$ cat src/rtl/pht_access_ctrl_pkg.sv
// Shared types and helpers for the PHT access controller: FSM states,
// 2-bit counter encodings and the saturating counter update.
package pht_access_ctrl_pkg;

    typedef enum logic {
        ST_INIT = 1'b0,
        ST_RUN  = 1'b1
    } state_t;

    localparam logic [1:0] SNT = 2'b00;
    localparam logic [1:0] WNT = 2'b01;
    localparam logic [1:0] WT  = 2'b10;
    localparam logic [1:0] ST  = 2'b11;

    function automatic logic [1:0] sat_update(input logic [1:0] ctr, input logic taken);
        if (taken) return (ctr == ST)  ? ST  : ctr + 2'd1;
        else       return (ctr == SNT) ? SNT : ctr - 2'd1;
    endfunction

endpackage

$ cat src/rtl/pht_upd_fifo.sv
// Resolved-branch update queue: power-of-two FIFO with wrap-around pointers
// and an occupancy count. Pushes when full and pops when empty are ignored.
module pht_upd_fifo #(
    parameter  int DEPTH = 4,
    parameter  int W     = 9,
    localparam int PTR_W = $clog2(DEPTH),
    localparam int CNT_W = $clog2(DEPTH) + 1
) (
    input  logic             clk,
    input  logic             reset_n,
    input  logic             push,
    input  logic [W-1:0]     push_data,
    input  logic             pop,
    output logic [W-1:0]     head,
    output logic             full,
    output logic             empty,
    output logic [CNT_W-1:0] count
);

    logic [W-1:0]     mem [DEPTH];
    logic [PTR_W-1:0] wr_ptr;
    logic [PTR_W-1:0] rd_ptr;
    logic             push_ok;
    logic             pop_ok;

    assign full    = (count == CNT_W'(DEPTH));
    assign empty   = (count == '0);
    assign push_ok = push && !full;
    assign pop_ok  = pop && !empty;
    assign head    = mem[rd_ptr];

    // NOTE: sequential state uses non-blocking assignments so every flop
    // samples pre-edge values regardless of statement order.
    always_ff @(posedge clk or negedge reset_n) begin
        if (!reset_n) begin
            wr_ptr <= '0;
            rd_ptr <= '0;
            count  <= '0;
        end else begin
            if (push_ok) wr_ptr <= wr_ptr + PTR_W'(1);
            if (pop_ok)  rd_ptr <= rd_ptr + PTR_W'(1);
            case ({push_ok, pop_ok})
                2'b10:   count <= count + CNT_W'(1);
                2'b01:   count <= count - CNT_W'(1);
                default: count <= count;
            endcase
        end
    end

    // NOTE: storage is deliberately not reset; pointers and count define
    // which entries are live, so the array maps onto plain RAM/flops.
    always_ff @(posedge clk) begin
        if (push_ok) mem[wr_ptr] <= push_data;
    end

endmodule

$ cat src/rtl/pht_access_ctrl.sv
// PHT port controller: initialises the counter table after reset, then shares
// the single RAM port between IF lookups and queued read-modify-write updates.
module pht_access_ctrl
    import pht_access_ctrl_pkg::*;
#(
    parameter int         IDX_W      = 8,
    parameter int         Q_DEPTH    = 4,
    parameter logic [1:0] INIT_VAL   = 2'b01,
    parameter int         STARVE_LIM = 8
) (
    input  logic             clk,
    input  logic             reset_n,
    input  logic             lookup_valid,
    input  logic [31:0]      lookup_pc,
    output logic             lookup_stall,
    output logic             predict_valid,
    output logic             predict_taken,
    input  logic             upd_valid,
    input  logic [31:0]      upd_pc,
    input  logic             upd_taken,
    output logic             upd_ready,
    output logic             init_busy,
    output logic             ram_en,
    output logic             ram_we,
    output logic [IDX_W-1:0] ram_addr,
    output logic [1:0]       ram_wdata,
    input  logic [1:0]       ram_rdata
);

    localparam int SC_W  = $clog2(STARVE_LIM + 1);
    localparam int CNT_W = $clog2(Q_DEPTH) + 1;

    state_t             state;
    state_t             state_nxt;
    logic [IDX_W-1:0]   init_addr;
    logic [SC_W-1:0]    starve_cnt;

    logic               pend_valid;
    logic [IDX_W-1:0]   pend_idx;
    logic [1:0]         pend_val;
    logic               rd_inflight;
    logic [IDX_W-1:0]   rd_idx;
    logic               rd_taken;

    logic               pred_vld_q;
    logic               fwd_hit_q;
    logic               fwd_taken_q;

    logic               fifo_push;
    logic               fifo_pop;
    logic [IDX_W:0]     fifo_head;
    logic               fifo_full;
    logic               fifo_empty;
    logic [CNT_W-1:0]   fifo_count;

    logic [IDX_W-1:0]   lookup_idx;
    logic               has_work;
    logic               force_upd;
    logic               lookup_gnt;
    logic               eng_gnt;

    assign lookup_idx = lookup_pc[IDX_W+1:2];

    // While a read is in flight the popped entry is not yet pending, so the
    // engine must not pop again; that keeps same-index updates in order.
    assign has_work  = pend_valid || (!rd_inflight && !fifo_empty);
    assign force_upd = has_work && (starve_cnt == SC_W'(STARVE_LIM));
    assign fifo_pop  = eng_gnt && !pend_valid;

    assign init_busy = (state == ST_INIT);
    assign upd_ready = !init_busy && !fifo_full;
    assign fifo_push = upd_valid && upd_ready;

    assign predict_valid = pred_vld_q;
    assign predict_taken = pred_vld_q && (fwd_hit_q ? fwd_taken_q : ram_rdata[1]);

    pht_upd_fifo #(
        .DEPTH (Q_DEPTH),
        .W     (IDX_W + 1)
    ) u_fifo (
        .clk       (clk),
        .reset_n   (reset_n),
        .push      (fifo_push),
        .push_data ({upd_pc[IDX_W+1:2], upd_taken}),
        .pop       (fifo_pop),
        .head      (fifo_head),
        .full      (fifo_full),
        .empty     (fifo_empty),
        .count     (fifo_count)
    );

    always_ff @(posedge clk or negedge reset_n) begin
        if (!reset_n) begin
            state     <= ST_INIT;
            init_addr <= '0;
        end else begin
            state <= state_nxt;
            if (state == ST_INIT) init_addr <= init_addr + IDX_W'(1);
        end
    end

    always_comb begin
        state_nxt = state;
        if (state == ST_INIT && init_addr == '1) state_nxt = ST_RUN;
    end

    always_comb begin
        // NOTE: every output of this block gets a default first so no path
        // through the branches can infer a latch.
        lookup_gnt   = 1'b0;
        eng_gnt      = 1'b0;
        lookup_stall = 1'b0;
        ram_en       = 1'b0;
        ram_we       = 1'b0;
        ram_addr     = '0;
        ram_wdata    = '0;
        if (state == ST_INIT) begin
            // Port stays quiet while reset is held; writes start on release.
            lookup_stall = 1'b1;
            ram_en       = reset_n;
            ram_we       = 1'b1;
            ram_addr     = init_addr;
            ram_wdata    = INIT_VAL;
        end else begin
            if (force_upd) begin
                eng_gnt      = 1'b1;
                lookup_stall = lookup_valid;
            end else if (lookup_valid) begin
                lookup_gnt = 1'b1;
            end else if (has_work) begin
                eng_gnt = 1'b1;
            end

            if (lookup_gnt) begin
                ram_en   = 1'b1;
                ram_addr = lookup_idx;
            end else if (eng_gnt) begin
                ram_en = 1'b1;
                if (pend_valid) begin
                    ram_we    = 1'b1;
                    ram_addr  = pend_idx;
                    ram_wdata = pend_val;
                end else begin
                    ram_addr = fifo_head[IDX_W:1];
                end
            end
        end
    end

    always_ff @(posedge clk or negedge reset_n) begin
        if (!reset_n) begin
            starve_cnt  <= '0;
            pend_valid  <= 1'b0;
            pend_idx    <= '0;
            pend_val    <= '0;
            rd_inflight <= 1'b0;
            rd_idx      <= '0;
            rd_taken    <= 1'b0;
        end else begin
            if (eng_gnt)
                starve_cnt <= '0;
            else if (has_work && lookup_gnt && starve_cnt != SC_W'(STARVE_LIM))
                starve_cnt <= starve_cnt + SC_W'(1);

            rd_inflight <= fifo_pop;
            if (fifo_pop) begin
                rd_idx   <= fifo_head[IDX_W:1];
                rd_taken <= fifo_head[0];
            end

            if (rd_inflight) begin
                pend_valid <= 1'b1;
                pend_idx   <= rd_idx;
                pend_val   <= sat_update(ram_rdata, rd_taken);
            end else if (eng_gnt && pend_valid) begin
                pend_valid <= 1'b0;
            end
        end
    end

    // A deferred write is newer than the RAM copy, so a lookup of the same
    // index takes its direction from the pending value.
    always_ff @(posedge clk or negedge reset_n) begin
        if (!reset_n) begin
            pred_vld_q  <= 1'b0;
            fwd_hit_q   <= 1'b0;
            fwd_taken_q <= 1'b0;
        end else begin
            pred_vld_q  <= lookup_gnt;
            fwd_hit_q   <= lookup_gnt && pend_valid && (pend_idx == lookup_idx);
            fwd_taken_q <= pend_val[1];
        end
    end

    logic unused_bits;
    assign unused_bits = ^{lookup_pc[31:IDX_W+2], lookup_pc[1:0],
                           upd_pc[31:IDX_W+2], upd_pc[1:0], fifo_count};

endmodule

$ cat config.mk
export PLATFORM = sky130hd
export DESIGN_NAME = pht_access_ctrl
export DESIGN_NICKNAME = d
export VERILOG_FILES = /design/src/rtl/pht_access_ctrl_pkg.sv /design/src/rtl/pht_upd_fifo.sv /design/src/rtl/pht_access_ctrl.sv
export SDC_FILE = /design/constraint.sdc
export NUM_CORES = 1
export LEC_CHECK = 0
export BUFFER_PORTS_ARGS = -buffer_cell sky130_fd_sc_hd__buf_4
export CORE_MARGIN = 2
export CORE_UTILIZATION = 55
export CTS_CLUSTER_SIZE = 10
export DETAILED_ROUTE_END_ITERATION = 16
export PLACE_DENSITY = 0.81
export SYNTH_ARGS = -nofsm -noshare
export SYNTH_HDL_FRONTEND = slang
export SYNTH_SLANG_ARGS = --single-unit
export TNS_END_PERCENT = 5
$ cat constraint.sdc
create_clock -name clk -period 3.4 [get_ports clk]
set_input_delay 0.17 -clock clk [delete_from_list [all_inputs] [get_ports clk]]
set_output_delay 0.17 -clock clk [all_outputs]
set_load 0.01 [all_outputs]
==> impl_metrics.py, run 1 <==
metrics = {
    "clock_network": {
        "tritoncts": "built",
        "cts_resized": 0,
        "clk_pin_slew_ps": 80,
        "cts_buffers": 9,
        "clockBufferDepth": 2,
        "clock_latency_ps": 350,
        "root_buffer": "clkbuf_8",
        "clock-sinks": 80,
        "cts_setup_buffers": 0,
        "htree_levels": 3,
    },
    "grt": {
        "grt_pass1_wl_um": 11300,
        "gr-usage-all-layers": 0.202,
        "grt_pass1_vias": 2326,
        "grt_overflow": 0,
        "grt_antenna_before_repair": 0,
        "grt_max_degree": 46,
    },
    "yosys": {
        "synth_top_cell_by_area": "dfrtp_1",
        "yosysSeqAreaShare": 0.581,
        "synth.cell_area_um2": 3750,
        "synth_warnings": 0,
        "synth.area.top_cells": "dfrtp_1 (29%), edfxtp_1 (29%), mux2_2 (6.0%)",
        "synth_edf_count": 36,
        "synth_top_area_frac": 0.293,
        "avgSynthCellArea_um2": 12.8,
        "synth_nets": 373,
        "async_flop_share": 0.550,
        "ys.flop_type": "dfrtp_1",
        "ys_ff_latch": 80,
        "synth_most_common_cell": "dfrtp_1",
        "ys_top_cells_by_count": "dfrtp_1 (44), edfxtp_1 (36), nand2_1 (26), inv_1 (20), mux2_2 (20)",
        "ys_types": 49,
        "netlist_instances": 293,
    },
    "pwr": {
        "power.density_nw_per_um2": 409,
        "power_switching_mw": 0.359,
        "max-vdd-ir-drop_mv": 0.422,
        "swShare": 0.205,
        "power.share.sequential": 0.577,
        "p_leak_nw": 1.84,
        "power_frac_clock": 0.394,
        "intPower_mw": 1.39,
        "power_mw": 1.75,
        "combPwrFrac": 0.029,
    },
    "route": {
        "ant_nets": 0,
        "drc": 0,
        "routed_wl_um": 6810,
        "wl_per_cell_um": 16.2,
        "dr_total_vias": 2311,
        "drtPass1Iterations": 4,
        "first_iter_violations": 119,
        "via_per_inst": 5.49,
    },
    "critical_path": {
        "crit_path_end_kind": "primary output",
        "arrival_ps": 2450,
        "path_class": "flop to primary output",
        "critical-path-max-stage-delay_ps": 720,
        "critPathBufInv": 1,
        "crit_required_ps": 3230,
        "cp_max_fo": 12,
        "critPathLaunchType": "flop",
        "path_cells": "mux4_1 -> mux2i_1 -> nor3_1 -> a221o_2 -> buf_4",
        "crit_family": "multiplexers",
        "slowest_stage": "dfrtp_1",
    },
    "job": {
        "max_cap_viol_count": 0,
    },
    "placed_design": {
        "place_ws_ps": 873,
        "portBuffers": 39,
        "gp_congestion": 0.788,
        "detailed_place_hpwl_um": 4870,
    },
    "sta": {
        "fin_crit_sh": 0.772,
        "tns_ps": 0,
        "timing_hold_violations_final": 0,
        "clock_skew_ps": 8.65,
        "fin_ws_ps": 775,
        "fin_crit_ps": 2620,
        "worst_pin_slew_ps": 633,
        "rsz0062_at_grt": "no",
        "max-slew-margin-rel": 0.578,
        "fmax_mhz": 381,
        "setup_viol": 0,
        "slew_viol_final": 0,
    },
    "final_layout": {
        "num_antenna_cells": 0,
        "finalNetCount": 416,
        "area_delta_synth_final_pct": 14.3,
        "layout-drive-gt1-share": 0.252,
    },
    "die": {
        "fp-row-count": 30,
        "die_y_um": 86.6,
        "io-pin-count": 88,
        "core_area_um2": 6680,
        "initial_core_util": 0.562,
        "fp.dieW_um": 86.6,
        "dieArea_um2": 7500,
    },
    "run_status": {
        "status": "finished, final reports clean",
    },
    "worst_hold_path": {
        "hp-class": "primary input to flop",
    },
}
## state kept, by name (all words and copies together), names as in the netlist
register / flops
fwd_hit_q: 1
fwd_taken_q: 1
init_addr: 8
pend_idx: 8
pend_val: 2
pend_valid: 1
predict_valid: 1
rd_idx: 8
rd_inflight: 1
rd_taken: 1
starve_cnt: 4
state: 1
u_fifo.count: 3
u_fifo.mem: 36
u_fifo.rd_ptr: 2
u_fifo.wr_ptr: 2
## power by group through the flow
stage / clock network, mW / logic, mW / registers (mW)
final: 0.691 / 0.0508 / 1.01
after CTS: 0.703 / 0.0507 / 1.01
after global placement: 0 / 0.0487 / 1.03
after global routing: 0.751 / 0.0572 / 1.01
after detailed placement: 0 / 0.0497 / 1.03
after floorplan: 0 / 0.00872 / 1.03
## repair_timing
item	4_1_cts	5_1_grt
endpoints found under the hold margin	44	4
hold buffers	1	1
setup endpoints to repair	0	0
## cell type report
class                           instances  area (um^2)
Inverter                               21         78.8
Clock inverter                          3         42.5
Fill cell                             505         2390
Sequential cell                        80         2180
Tap cell                               80          100
Timing Repair Buffer                   44          335
Clock buffer                           13          149
Multi-Input combinational cell        180         1400
## worst reg2reg max path: cells and delay by family, from the launching register on
| kind | cells | cell delay, ps |
|---|---|---|
| flops | 1 | 730 |
| fa+ha+maj | 2 | 610 |
| compound gates | 2 | 530 |
| buf+inv | 3 | 330 |
| simple gates | 1 | 250 |
## final timing paths
kind	startpoint	end	slack (ps)	cells past startpoint
worst min-delay path	upd_pc[9]	u_fifo.mem[0][8]	10	1
worst max-delay path	u_fifo.rd_ptr[0]	ram_addr[0]	780	5
worst max register to register	state	u_fifo.count[1]	870	8
min in group asynchronous	reset_n	predict_valid	340	2
worst min register to register	pend_val[1]	fwd_taken_q	420	0
max in group asynchronous	reset_n	starve_cnt[3]	2670	2
## placed cells by master, fill, tap and decap left out, drive strengths merged, types with 2 or more instances in the layout
cell type / count
a211o: 2
a21oi: 7
a221o: 7
a31oi: 2
and3: 7
buf: 42
clkbuf: 13
dfrtp: 44
dlygate4sd3: 2
edfxtp: 36
ha: 8
inv: 21
maj3: 2
mux2: 20
mux2i: 8
mux4: 3
nand2: 26
nand2b: 2
nand3: 7
nor2: 4
nor2b: 8
nor3: 2
nor4: 2
o21ai: 19
o22ai: 6
or2: 2
xnor2: 13
xor2: 8
## stage by stage
stage / hold slack [ps] / cell area (um^2) / std cells / util
2_1_floorplan: -126 / 3750 / 293 / -
3_3_place_gp: 197 / 4080 / 403 / 0.610
3_5_place_dp: 198 / 4080 / 403 / 0.610
4_1_cts: 0.496 / 4280 / 420 / 0.641
5_1_grt: 3.10 / 4290 / 421 / 0.642
6_report: 12.2 / 4290 / 421 / 0.642
## logic make-up after synthesis
family          Yosys count  synth area share
flops                    80             0.581
simple gates             68            0.0940
compound gates           49            0.0920
buf+inv                  33            0.0450
mux                      31             0.101
xor+xnor                 21            0.0490
fa+ha+maj                11            0.0373
## metal layers
layer | vias to the layer above | part of all wire | global-route usage
met5 | - | 0 | 0
met4 | 0 | 0.018 | 0.0980
met3 | 13 | 0.052 | 0.0505
met2 | 57 | 0.46 | 0.313
met1 | 1109 | 0.47 | 0.268
li1 | 1132 | - | -
No activity file was read; power rests on OpenSTA's default activity.
==> inputs of run 2 (changes only) <==
CORE_UTILIZATION = 54   (was 55)
PLACE_DENSITY = 0.8   (was 0.81)
clock period = 2.61 ns   (was 3.4 ns; I/O delays follow)
==> run 2 against run 1 <==
Sequential share of layout area down 1.4 points; first-iteration DRC count grew 44%; cell count grew 2.9%; clock power rose by 38%; combinational power up 49%; sequential cell count is the same; setup slack lost 590 ps; sequential power grew 31%; largest cell class unchanged.
==> impl_metrics.py, run 2 (same netlist as run 1, synthesis figures left out) <==
metrics = {
    "run_status": {
        "status": "finished, final reports clean",
    },
    "pwr": {
        "power.density_nw_per_um2": 531,
        "combPwrFrac": 0.032,
        "intPower_mw": 1.89,
        "swShare": 0.195,
        "max-vdd-ir-drop_mv": 0.339,
        "power.share.sequential": 0.562,
        "power_switching_mw": 0.458,
        "power_frac_clock": 0.406,
        "p_leak_nw": 1.90,
    },
    "placed_design": {
        "gp_congestion": 0.774,
        "detailed_place_hpwl_um": 4940,
        "portBuffers": 39,
        "dpl-instance-area_um2": 4110,
    },
    "clock_network": {
        "clockBufferDepth": 2,
        "cts_buffers": 9,
        "clk_pin_slew_ps": 70,
        "tritoncts": "built",
        "htree_levels": 3,
        "clock-sinks": 80,
        "clock_latency_ps": 350,
        "root_buffer": "clkbuf_8",
    },
    "grt": {
        "grt_max_degree": 46,
        "use_met1": 0.275,
        "grt_pass1_wl_um": 11600,
        "grt_overflow": 0,
        "met2_usage": 0.320,
        "grt_pass1_vias": 2307,
        "grt_most_used_layer": "met2",
        "gr-usage-all-layers": 0.204,
        "grt_antenna_before_repair": 0,
        "grt_util_met3": 0.0464,
    },
    "critical_path": {
        "slowest_stage": "dfrtp_1",
        "arrival_ps": 2290,
        "path_cells": "mux2_2 -> o22ai_1 -> a21oi_1 -> a221o_1 -> buf_4",
        "critPathLaunchType": "flop",
        "crit_family": "flip-flops",
        "crit_path_end_kind": "primary output",
        "crit_required_ps": 2480,
        "cp_max_fo": 16,
        "critPathBufInv": 1,
        "critical-path-max-stage-delay_ps": 760,
        "path_class": "flop to primary output",
    },
    "route": {
        "dr_total_vias": 2364,
        "wl_per_cell_um": 16.2,
        "drc": 0,
        "first_iter_violations": 171,
        "via_per_inst": 5.46,
        "drtPass1Iterations": 4,
        "routed_wl_um": 7000,
        "ant_nets": 0,
    },
    "final_layout": {
        "fill_cells": 495,
        "final_common_cell": "buf_4",
        "design_area_um2": 4420,
        "num_antenna_cells": 0,
        "largest-register": "u_fifo.mem",
        "largest_register_ff_count": 36,
        "finalNetCount": 428,
        "area_delta_synth_final_pct": 17.6,
        "layout-drive-gt1-share": 0.252,
        "layout_common_cells": "buf_4 (46), dfrtp_1 (44), edfxtp_1 (36), nand2_1 (26)",
    },
    "die": {
        "core_area_um2": 6760,
        "die_y_um": 87.4,
        "io-pin-count": 88,
        "dieArea_um2": 7630,
        "fp.dieW_um": 87.4,
        "initial_core_util": 0.556,
        "fp-row-count": 30,
    },
    "sta": {
        "tns_ps": 0,
        "fin_crit_ps": 2420,
        "fin_crit_sh": 0.928,
        "max-slew-margin-rel": 0.571,
        "rsz0062_at_grt": "no",
        "worst_pin_slew_ps": 643,
        "slew_viol_final": 0,
        "fmax_mhz": 413,
        "clock_skew_ps": 8.81,
        "setup_viol": 0,
        "timing_hold_violations_final": 0,
    },
    "job": {
        "max_cap_viol_count": 0,
    },
    "worst_hold_path": {
        "hp-class": "primary input to flop",
    },
}
run 2: changes by cell type in the layout (fill, tap and decap cells not counted), sizes merged:
cell,previous run,this run
clkbuf,13,11
clkinvlp,1,0
clkinv,1,3
dlygate4sd3,2,10
buf,42,46
bufinv,1,2
run 2: metal layers:
layer | wire (um) | vias to the layer above | share of wire
li1 | - | 1158 | -
met2 | 3370 | 68 | 0.48
met5 | 0 | - | 0
met4 | 145 | 0 | 0.021
met1 | 3110 | 1124 | 0.45
met3 | 366 | 14 | 0.052
run 2: repair_timing:
| item | 4_1_cts | 5_1_grt |
|---|---|---|
| resized for setup | 0 | 1 |
| buffers inserted | 0 | 0 |
| setup endpoints to repair | 0 | 1 |
| hold buffers | 10 | 0 |
| endpoints found under the hold margin | 80 | 0 |
run 2: power by group through the flow:
| stage | combinational [mW] | clock (mW) | sequential (mW) |
|---|---|---|---|
| 2_1_floorplan | 0.0114 | 0 | 1.34 |
| 4_1_cts | 0.0770 | 0.978 | 1.32 |
| 6_report | 0.0757 | 0.951 | 1.32 |
| 5_1_grt | 0.0841 | 1.05 | 1.32 |
| 3_3_place_gp | 0.0629 | 0 | 1.34 |
| 3_5_place_dp | 0.0650 | 0 | 1.34 |
run 2: per-stage QoR:
step	setup WS [ps]	std cells	utilization	hold slack [ps]	total power, mW
2_1_floorplan	342	293	-	-165	1.36
3_3_place_gp	515	407	0.608	157	1.41
3_5_place_dp	438	407	0.608	163	1.41
4_1_cts	116	433	0.653	79.4	2.37
5_1_grt	63.1	433	0.654	91.7	2.45
6_report	188	433	0.654	100	2.34
run 2: tightest hold or removal path: stages:
cell and delay (ps):
buf_4 130, nand3_1 60, o21ai_0 70
run 2: cell type report:
cell class / count / area [um^2] / area share
clock buffers: 11 / 131 / 0.0298
clock inverters: 5 / 71.3 / 0.0162
inverters: 21 / 78.8 / 0.0179
multi-input cells: 180 / 1410 / 0.319
flip-flops and latches: 80 / 2180 / 0.494
well taps: 80 / 100 / 0.0227
repair buffers: 56 / 445 / 0.101
run 2: worst paths after layout:
path                                  start               to  slack, ps  cells after the start
max                        u_fifo.rd_ptr[1]      ram_addr[3]        190                      5
min                            lookup_valid    starve_cnt[1]        100                      3
max reg2reg                   starve_cnt[0]  u_fifo.count[2]        400                     11
min reg2reg                     pend_val[1]      fwd_taken_q        420                      0
max in group asynchronous           reset_n    starve_cnt[3]       1910                      2
min in group asynchronous           reset_n      pend_val[0]        320                      2
